File: config.mk
export PLATFORM = sky130hd
export DESIGN_NAME = gpio_port
export DESIGN_NICKNAME = d
export VERILOG_FILES = /design/src/rtl/gpio_pkg.sv /design/src/rtl/gpio_sync_edge.sv /design/src/rtl/gpio_port.sv
export SDC_FILE = /design/constraint.sdc
export NUM_CORES = 1
export LEC_CHECK = 0
export CAP_MARGIN = 20
export CORE_MARGIN = 10
export CORE_UTILIZATION = 44
export CTS_CLUSTER_DIAMETER = 50
export DETAILED_ROUTE_END_ITERATION = 8
export DONT_BUFFER_PORTS = 1
export PLACE_DENSITY = 0.65
export SYNTH_ARGS = -nofsm -noshare
export SYNTH_HDL_FRONTEND = slang
export SYNTH_HIERARCHICAL = 1
export SYNTH_SLANG_ARGS = --single-unit
File: constraint.sdc
create_clock -name clk -period 1.8 [get_ports clk]
set_clock_uncertainty 0.15 [all_clocks]
set_input_delay 0.09 -clock clk [delete_from_list [all_inputs] [get_ports clk]]
set_output_delay 0.09 -clock clk [all_outputs]
set_load 0.005 [all_outputs]
File: src/rtl/gpio_pkg.sv
// Shared constants for the memory-mapped GPIO port: default bus base address
// and the word offsets of every register in the map.
package gpio_pkg;

    localparam logic [31:0] GPIO_DEFAULT_BASE = 32'h0000_0400;

    localparam logic [31:0] GPIO_OUT        = 32'h0000_0000;
    localparam logic [31:0] GPIO_DIR        = 32'h0000_0004;
    localparam logic [31:0] GPIO_IN         = 32'h0000_0008;
    localparam logic [31:0] GPIO_SET        = 32'h0000_000C;
    localparam logic [31:0] GPIO_CLR        = 32'h0000_0010;
    localparam logic [31:0] GPIO_IRQ_EN     = 32'h0000_0014;
    localparam logic [31:0] GPIO_IRQ_EDGE   = 32'h0000_0018;
    localparam logic [31:0] GPIO_IRQ_STATUS = 32'h0000_001C;

endpackage

File: src/rtl/gpio_sync_edge.sv
// Input synchroniser chain for the GPIO pins plus one cycle of history, giving
// the synchronised pin value and per-pin rise/fall pulses.
module gpio_sync_edge #(
    parameter int WIDTH       = 8,
    parameter int SYNC_STAGES = 2
) (
    input  logic             clk,
    input  logic             rst,
    input  logic [WIDTH-1:0] pins,
    output logic [WIDTH-1:0] in_val,
    output logic [WIDTH-1:0] rise,
    output logic [WIDTH-1:0] fall
);

    logic [WIDTH-1:0] sync_q [SYNC_STAGES];
    logic [WIDTH-1:0] prev;

    // Shift pins through the synchroniser; prev is cleared with the chain so
    // leaving reset can never look like an edge.
    always_ff @(posedge clk) begin
        if (rst) begin
            for (int i = 0; i < SYNC_STAGES; i++) begin
                sync_q[i] <= '0;
            end
            prev <= '0;
        end else begin
            sync_q[0] <= pins;
            for (int i = 1; i < SYNC_STAGES; i++) begin
                sync_q[i] <= sync_q[i-1];
            end
            prev <= sync_q[SYNC_STAGES-1];
        end
    end

    assign in_val = sync_q[SYNC_STAGES-1];
    assign rise   = in_val & ~prev;
    assign fall   = ~in_val & prev;

endmodule

File: src/rtl/gpio_port.sv
// Memory-mapped GPIO peripheral: output/direction registers with atomic
// set/clear, synchronised input read-back and per-pin edge interrupts.
module gpio_port
    import gpio_pkg::*;
#(
    parameter int          WIDTH       = 8,
    parameter logic [31:0] BASE_ADDR   = GPIO_DEFAULT_BASE,
    parameter int          SYNC_STAGES = 2
) (
    input  logic             clk,
    input  logic             rst,
    input  logic             r_en,
    input  logic [31:0]      r_addr,
    output logic [31:0]      r_data,
    input  logic             w_en,
    input  logic [31:0]      w_addr,
    input  logic [31:0]      w_data,
    input  logic [WIDTH-1:0] gpio_in,
    output logic [WIDTH-1:0] gpio_out,
    output logic [WIDTH-1:0] gpio_oe,
    output logic             irq
);

    logic [WIDTH-1:0] out_q;
    logic [WIDTH-1:0] dir_q;
    logic [WIDTH-1:0] irq_en_q;
    logic [WIDTH-1:0] irq_edge_q;
    logic [WIDTH-1:0] irq_status_q;
    logic [WIDTH-1:0] in_val;
    logic [WIDTH-1:0] rise;
    logic [WIDTH-1:0] fall;
    logic [WIDTH-1:0] ev;
    logic [WIDTH-1:0] wmask;
    logic [WIDTH-1:0] status_clr;
    logic [31:0]      w_off;
    logic [31:0]      r_off;

    // Registers are only WIDTH bits wide; read-back pads the upper bits with 0.
    function automatic logic [31:0] zext(input logic [WIDTH-1:0] v);
        zext = 32'(v);
    endfunction

    gpio_sync_edge #(
        .WIDTH       (WIDTH),
        .SYNC_STAGES (SYNC_STAGES)
    ) u_sync_edge (
        .clk    (clk),
        .rst    (rst),
        .pins   (gpio_in),
        .in_val (in_val),
        .rise   (rise),
        .fall   (fall)
    );

    // Exact word decode: anything that is not BASE_ADDR+offset misses every case.
    assign w_off      = w_addr - BASE_ADDR;
    assign r_off      = r_addr - BASE_ADDR;
    assign wmask      = w_data[WIDTH-1:0];
    assign ev         = (irq_edge_q & rise) | (~irq_edge_q & fall);
    assign status_clr = (w_en && (w_off == GPIO_IRQ_STATUS)) ? wmask : '0;

    // Register file writes; status clears first so a same-cycle event wins.
    always_ff @(posedge clk) begin
        if (rst) begin
            out_q        <= '0;
            dir_q        <= '0;
            irq_en_q     <= '0;
            irq_edge_q   <= '0;
            irq_status_q <= '0;
        end else begin
            if (w_en) begin
                case (w_off)
                    GPIO_OUT:      out_q      <= wmask;
                    GPIO_DIR:      dir_q      <= wmask;
                    GPIO_SET:      out_q      <= out_q | wmask;
                    GPIO_CLR:      out_q      <= out_q & ~wmask;
                    GPIO_IRQ_EN:   irq_en_q   <= wmask;
                    GPIO_IRQ_EDGE: irq_edge_q <= wmask;
                    default:       ;
                endcase
            end
            irq_status_q <= (irq_status_q & ~status_clr) | ev;
        end
    end

    // Registered read mux; sees register values from before any same-cycle write.
    always_ff @(posedge clk) begin
        if (rst || !r_en) begin
            r_data <= '0;
        end else begin
            case (r_off)
                GPIO_OUT:        r_data <= zext(out_q);
                GPIO_DIR:        r_data <= zext(dir_q);
                GPIO_IN:         r_data <= zext(in_val);
                GPIO_IRQ_EN:     r_data <= zext(irq_en_q);
                GPIO_IRQ_EDGE:   r_data <= zext(irq_edge_q);
                GPIO_IRQ_STATUS: r_data <= zext(irq_status_q);
                default:         r_data <= '0;
            endcase
        end
    end

    // Combined interrupt, one cycle behind the status/enable registers.
    always_ff @(posedge clk) begin
        if (rst) begin
            irq <= 1'b0;
        end else begin
            irq <= |(irq_status_q & irq_en_q);
        end
    end

    assign gpio_out = out_q;
    assign gpio_oe  = dir_q;

endmodule

==> impl_metrics.json, run 1 <==
{
  "hp-class": "input port to register",
  "antenna_found_initial": 0,
  "grt_overflow": 0,
  "path_max_fanout": 8,
  "post-cts-setup-buffers": 0,
  "use_met2": 0.2535,
  "whs_ps": 19.31,
  "cts.htree.levels": 3,
  "grt_max_degree": 74,
  "yosysSeqAreaShare": 0.3785,
  "drv_cap": 0,
  "rsz0062_at_grt": "no",
  "yosys_warnings": 6,
  "async_reset_ff_frac": 0,
  "grt_first_pass_wirelength_mm": 16.27,
  "clock_path_buffers": 2,
  "routedWlPerCell_um": 19.12,
  "diodes": 0,
  "ys_types": 46,
  "cts-buffers-inserted": 9,
  "vias": 2951,
  "layout-drive-gt1-share": 0.1486,
  "fin_ws_ps": 115.1,
  "dp_slack_ps": 46.09,
  "clock_latency_ps": 350,
  "initial_utilization": 0.4471,
  "min_period_ps": 1685,
  "fillers": 811,
  "grtUsageMet1": 0.1797,
  "cp-end-kind": "register",
  "synth_top_area_frac": 0.3785,
  "setup_viol": 0,
  "drt-vias-per-instance": 5.547,
  "num_io_pins": 157,
  "worstPathRequired_ps": 1900,
  "final-max-slew-violation-count": 0,
  "num_rows": 34,
  "netlist_area_sq_mm": 0.003861,
  "max_freq_mhz": 593.5,
  "root_buffer": "clkbuf_8",
  "synth_area_leaders": "dfxtp_1, mux2i_1, buf_4, nor2b_1, mux2_2",
  "busiest_layer": "met2",
  "p_leak_nw": 1.686,
  "ys_seq_elements": 73,
  "first_pass_iters": 4,
  "synth_edf_count": 0,
  "drc": 0,
  "synthesis.instances": 400,
  "dp.cells": 490,
  "routabilityCongestion": 0.8106,
  "syn_area_per_cell_sq_um": 9.653,
  "die_height_um": 113.7,
  "layout.cells.non_filler": 532,
  "max-slew-margin-rel": 0.6307,
  "worstMarginPinSlew_ps": 553.9,
  "mostFrequentLayoutCell": "dfxtp_1",
  "power_density_mw_per_mm2": 784.6,
  "design.core.area_sq_mm": 0.008636,
  "critical_path_arrival_ps": 1780,
  "ir_worst_vdd_mv": 0.3008,
  "ys.flop_type": "dfxtp_1",
  "crit_type": "input port to register",
  "grt_use_met3": 0.06614,
  "grt_use_total": 0.1553,
  "outcome": "complete, no violations",
  "cp-start-kind": "input port",
  "fin_area_sq_mm": 0.004324,
  "final_nets": 527,
  "place_area_sq_mm": 0.003815,
  "die_w_um": 113.7,
  "numClockSinks": 73,
  "dieArea_sq_mm": 0.01292,
  "fin_tns_setup_ps": 0,
  "drtIter0Drc": 179,
  "path_clk_slew_ps": 80,
  "grt_pass1_vias": 3037,
  "final_cell_mix": "dfxtp_1, mux2i_1, nor2b_1",
  "ant_nets": 0,
  "cts_tree": "built",
  "hpwl_mm": 7.348,
  "syn_to_final_growth_pct": 11.99,
  "finalHoldViolCount": 0,
  "min_period_over_period": 0.9361,
  "routed_wl_mm": 10.17,
  "synth_top_area_cell": "dfxtp_1",
  "port_buffers": 0
}
==> timing repair <==
action / CTS / global route
hold buffers: 26 / 0
gates resized for setup: 0 / 1
setup endpoints to repair: 0 / 1
hold endpoints to repair: 73 / 0
==> final cells by class <==
type | instances | area, sq um | area share
clock inverter | 5 | 77.57 | 0.01794
inverter | 10 | 37.54 | 0.008681
tap | 108 | 135.1 | 0.03125
timing repair buffer | 39 | 390.4 | 0.09028
clock buffer | 11 | 151.4 | 0.03501
multi-input combinational | 286 | 2071 | 0.4789
sequential | 73 | 1461 | 0.3380
==> worst paths after layout <==
check	startpoint	endpoint	slack [ps]	cells past startpoint
min	r_addr[4]	r_data[3]	20	3
min reg2reg	u_sync_edge/sync_q[0][1]	u_sync_edge/sync_q[0][9]	290	1
max reg2reg	u_sync_edge/sync_q[0][11]	r_data[3]	240	4
max	r_addr[10]	r_data[2]	120	6
==> per-layer routing <==
layer,wire length (um),share of wire
met5,0,0
met4,146,0.014
met3,1100,0.11
met2,4852,0.48
met1,4071,0.40
==> flip-flops by register name (all words and copies together) (netlist names) <==
register	cells
gpio_out	8
irq_status_q	8
irq_en_q	8
u_sync_edge/prev	8
gpio_oe	8
r_data	8
irq_edge_q	8
irq	1
u_sync_edge/sync_q	16
==> worst max-delay path, cell delays in order <==
cell and delay, ps:
dlygate4sd3_1 530, nand3_1 70, nor3_1 120, dlygate4sd3_1 560, buf_4 150, a21boi_0 260
==> through the flow <==
| step | total power, W | utilization |
|---|---|---|
| final | 0.003393 | 0.5007 |
| after global routing | 0.003516 | 0.5007 |
| after CTS | 0.003421 | 0.5004 |
| after detailed placement | 0.001859 | 0.4418 |
| after global placement | 0.001854 | 0.4418 |
| after floorplan | 0.001924 | - |
==> power breakdown <==
part	total, W	switching (W)	internal [W]
Sequential	0.00166	0.0000156	0.00164
Combinational	0.000258	0.000126	0.000132
Clock	0.00148	0.000626	0.000851
Total	0.00339	0.000768	0.00262
==> kinds of logic after synthesis <==
kind of cell | count (synthesis) | share of synthesized area
flip-flops | 73 | 0.3785
AND/OR/NAND/NOR | 162 | 0.2803
other | 1 | 0.0009712
multiplexers | 48 | 0.1283
XOR/XNOR | 1 | 0.002269
buffers and inverters | 64 | 0.1076
AO/OA/AOI/OAI | 51 | 0.1021
==> synthesized netlist by cell type (5+ instances only) <==
| master | number |
|---|---|
| or2b_1 | 13 |
| a22oi_1 | 5 |
| nand2b_1 | 20 |
| a21oi_1 | 6 |
| buf_4 | 33 |
| a211oi_1 | 8 |
| nor3_1 | 6 |
| dfxtp_1 | 73 |
| o32ai_1 | 9 |
| nor2b_2 | 14 |
| inv_1 | 9 |
| nor3b_1 | 8 |
| nor2b_1 | 31 |
| nor4_1 | 17 |
| clkbuf_1 | 11 |
| nor2_1 | 19 |
| mux2_2 | 12 |
| a311oi_1 | 8 |
| nand3_1 | 6 |
| mux2i_1 | 36 |
No activity file was read; power rests on OpenSTA's default activity.
==> run 2: changes to the inputs <==
- RECOVER_POWER: not set -> 50
- SLEW_MARGIN: not set -> 20
==> impl_metrics.json, run 2 (synthesized netlist as in run 1, its figures left out) <==
{
  "min_period_over_period": 0.9384,
  "grt_max_degree": 74,
  "port_buffers": 0,
  "min_period_ps": 1689,
  "drtIter0Drc": 179,
  "place_area_sq_mm": 0.003815,
  "clock_latency_ps": 350,
  "numClockSinks": 73,
  "fillers": 810,
  "die_height_um": 113.7,
  "critical_path_arrival_ps": 1780,
  "power_w": 0.003393,
  "final-max-slew-violation-count": 0,
  "cp-end-kind": "register",
  "ir_worst_vdd_mv": 0.3007,
  "num_rows": 34,
  "grt_use_total": 0.1553,
  "path_max_fanout": 8,
  "regArea_sq_mm": 0.001461,
  "final_cell_mix": "dfxtp_1, mux2i_1, nor2b_1",
  "layout-drive-gt1-share": 0.1462,
  "largest_register_ffs": 16,
  "max-slew-margin-rel": 0.6289,
  "path_clk_slew_ps": 70,
  "dp_slack_ps": 46.09,
  "fin_ws_ps": 110.9,
  "rsz0062_at_grt": "no",
  "hpwl_mm": 7.348,
  "multi_input_area_sq_mm": 0.002071,
  "fin_tns_setup_ps": 0,
  "top_register": "u_sync_edge/sync_q",
  "fin_util": 0.5003,
  "setup_viol": 0,
  "drt-vias-per-instance": 5.547,
  "die_w_um": 113.7,
  "drv_cap": 0,
  "drc": 0,
  "max_freq_mhz": 592.0,
  "final_nets": 527,
  "cts.htree.levels": 3,
  "ant_nets": 0,
  "cts-buffers-inserted": 9,
  "crit_type": "input port to register",
  "grt_overflow": 0,
  "mostFrequentLayoutCell": "dfxtp_1",
  "dieArea_sq_mm": 0.01292,
  "routed_wl_mm": 10.17,
  "grt_first_pass_wirelength_mm": 16.27,
  "initial_utilization": 0.4471,
  "num_io_pins": 157,
  "outcome": "complete, no violations",
  "root_buffer": "clkbuf_8",
  "diodes": 0,
  "cp-start-kind": "input port",
  "grt_pass1_vias": 3037,
  "finalHoldViolCount": 0,
  "fin_area_sq_mm": 0.004320,
  "power_density_mw_per_mm2": 785.4,
  "routedWlPerCell_um": 19.12,
  "p_leak_nw": 1.682,
  "hp-class": "input port to register",
  "worstPathRequired_ps": 1890,
  "vias": 2951,
  "post-cts-setup-buffers": 0,
  "design.core.area_sq_mm": 0.008636,
  "worstMarginPinSlew_ps": 556.6,
  "syn_to_final_growth_pct": 11.89,
  "antenna_found_initial": 0,
  "clock_path_buffers": 2,
  "routabilityCongestion": 0.8106,
  "first_pass_iters": 4,
  "cts_tree": "built"
}
[run 2: cell count changes in the layout (fill, tap and decap cells not counted), sizes merged]
| cell | change |
|---|---|
| buf | -1 |
| clkbuf | +1 |
[run 2: layer usage]
metal	global-route usage	wire length (um)	up-vias
li1	-	-	1410
met1	0.1797	4130	1401
met2	0.2535	4861	131
met3	0.06614	1053	9
met4	0.04907	126	0
met5	0	0	-
[run 2: repair_timing]
| action | 4_1_cts | 5_1_grt |
|---|---|---|
| hold buffers | 26 | 0 |
| setup endpoints to repair | 0 | 1 |
| gates resized for setup | 0 | 1 |
| endpoints found under the hold margin | 73 | 0 |
[run 2: layout make-up]
type                       instances  area share
sequential                        73      0.3383
clock buffer                      11     0.03504
inverter                          10    0.008688
tap                              108     0.03128
multi-input combinational        286      0.4793
timing repair buffer              39     0.08949
clock inverter                     5     0.01796
[run 2: report_power, final]
part / internal, W / switching (W) / total [W]
Combinational: 0.000132 / 0.000126 / 0.000258
Sequential: 0.00164 / 0.0000156 / 0.00166
Clock: 0.000851 / 0.000627 / 0.00148
Total: 0.00262 / 0.000768 / 0.00339
[run 2: path summary, 6_finish.rpt]
kind / start / endpoint / slack [ps] / cells after the start
worst min register to register: u_sync_edge/sync_q[0][1] / u_sync_edge/sync_q[0][9] / 290 / 1
worst max-delay path: r_addr[10] / r_data[2] / 110 / 6
worst min-delay path: r_addr[4] / r_data[7] / 30 / 3
worst max register to register: u_sync_edge/sync_q[0][11] / r_data[3] / 230 / 4
[run 2: per-stage QoR]
step | cells | hold slack [ps]
global placement | 490 | 25.63
global route | 532 | 31.23
detailed placement | 490 | 22.88
CTS | 532 | 11.17
finish | 532 | 25.05
floorplan | 423 | 68.17
[run 2: critical path: stages]
cell           delay, ps
dlygate4sd3_1        530
nand3_1               70
nor3_1               120
dlygate4sd3_1        560
buf_4                150
a21boi_0             260
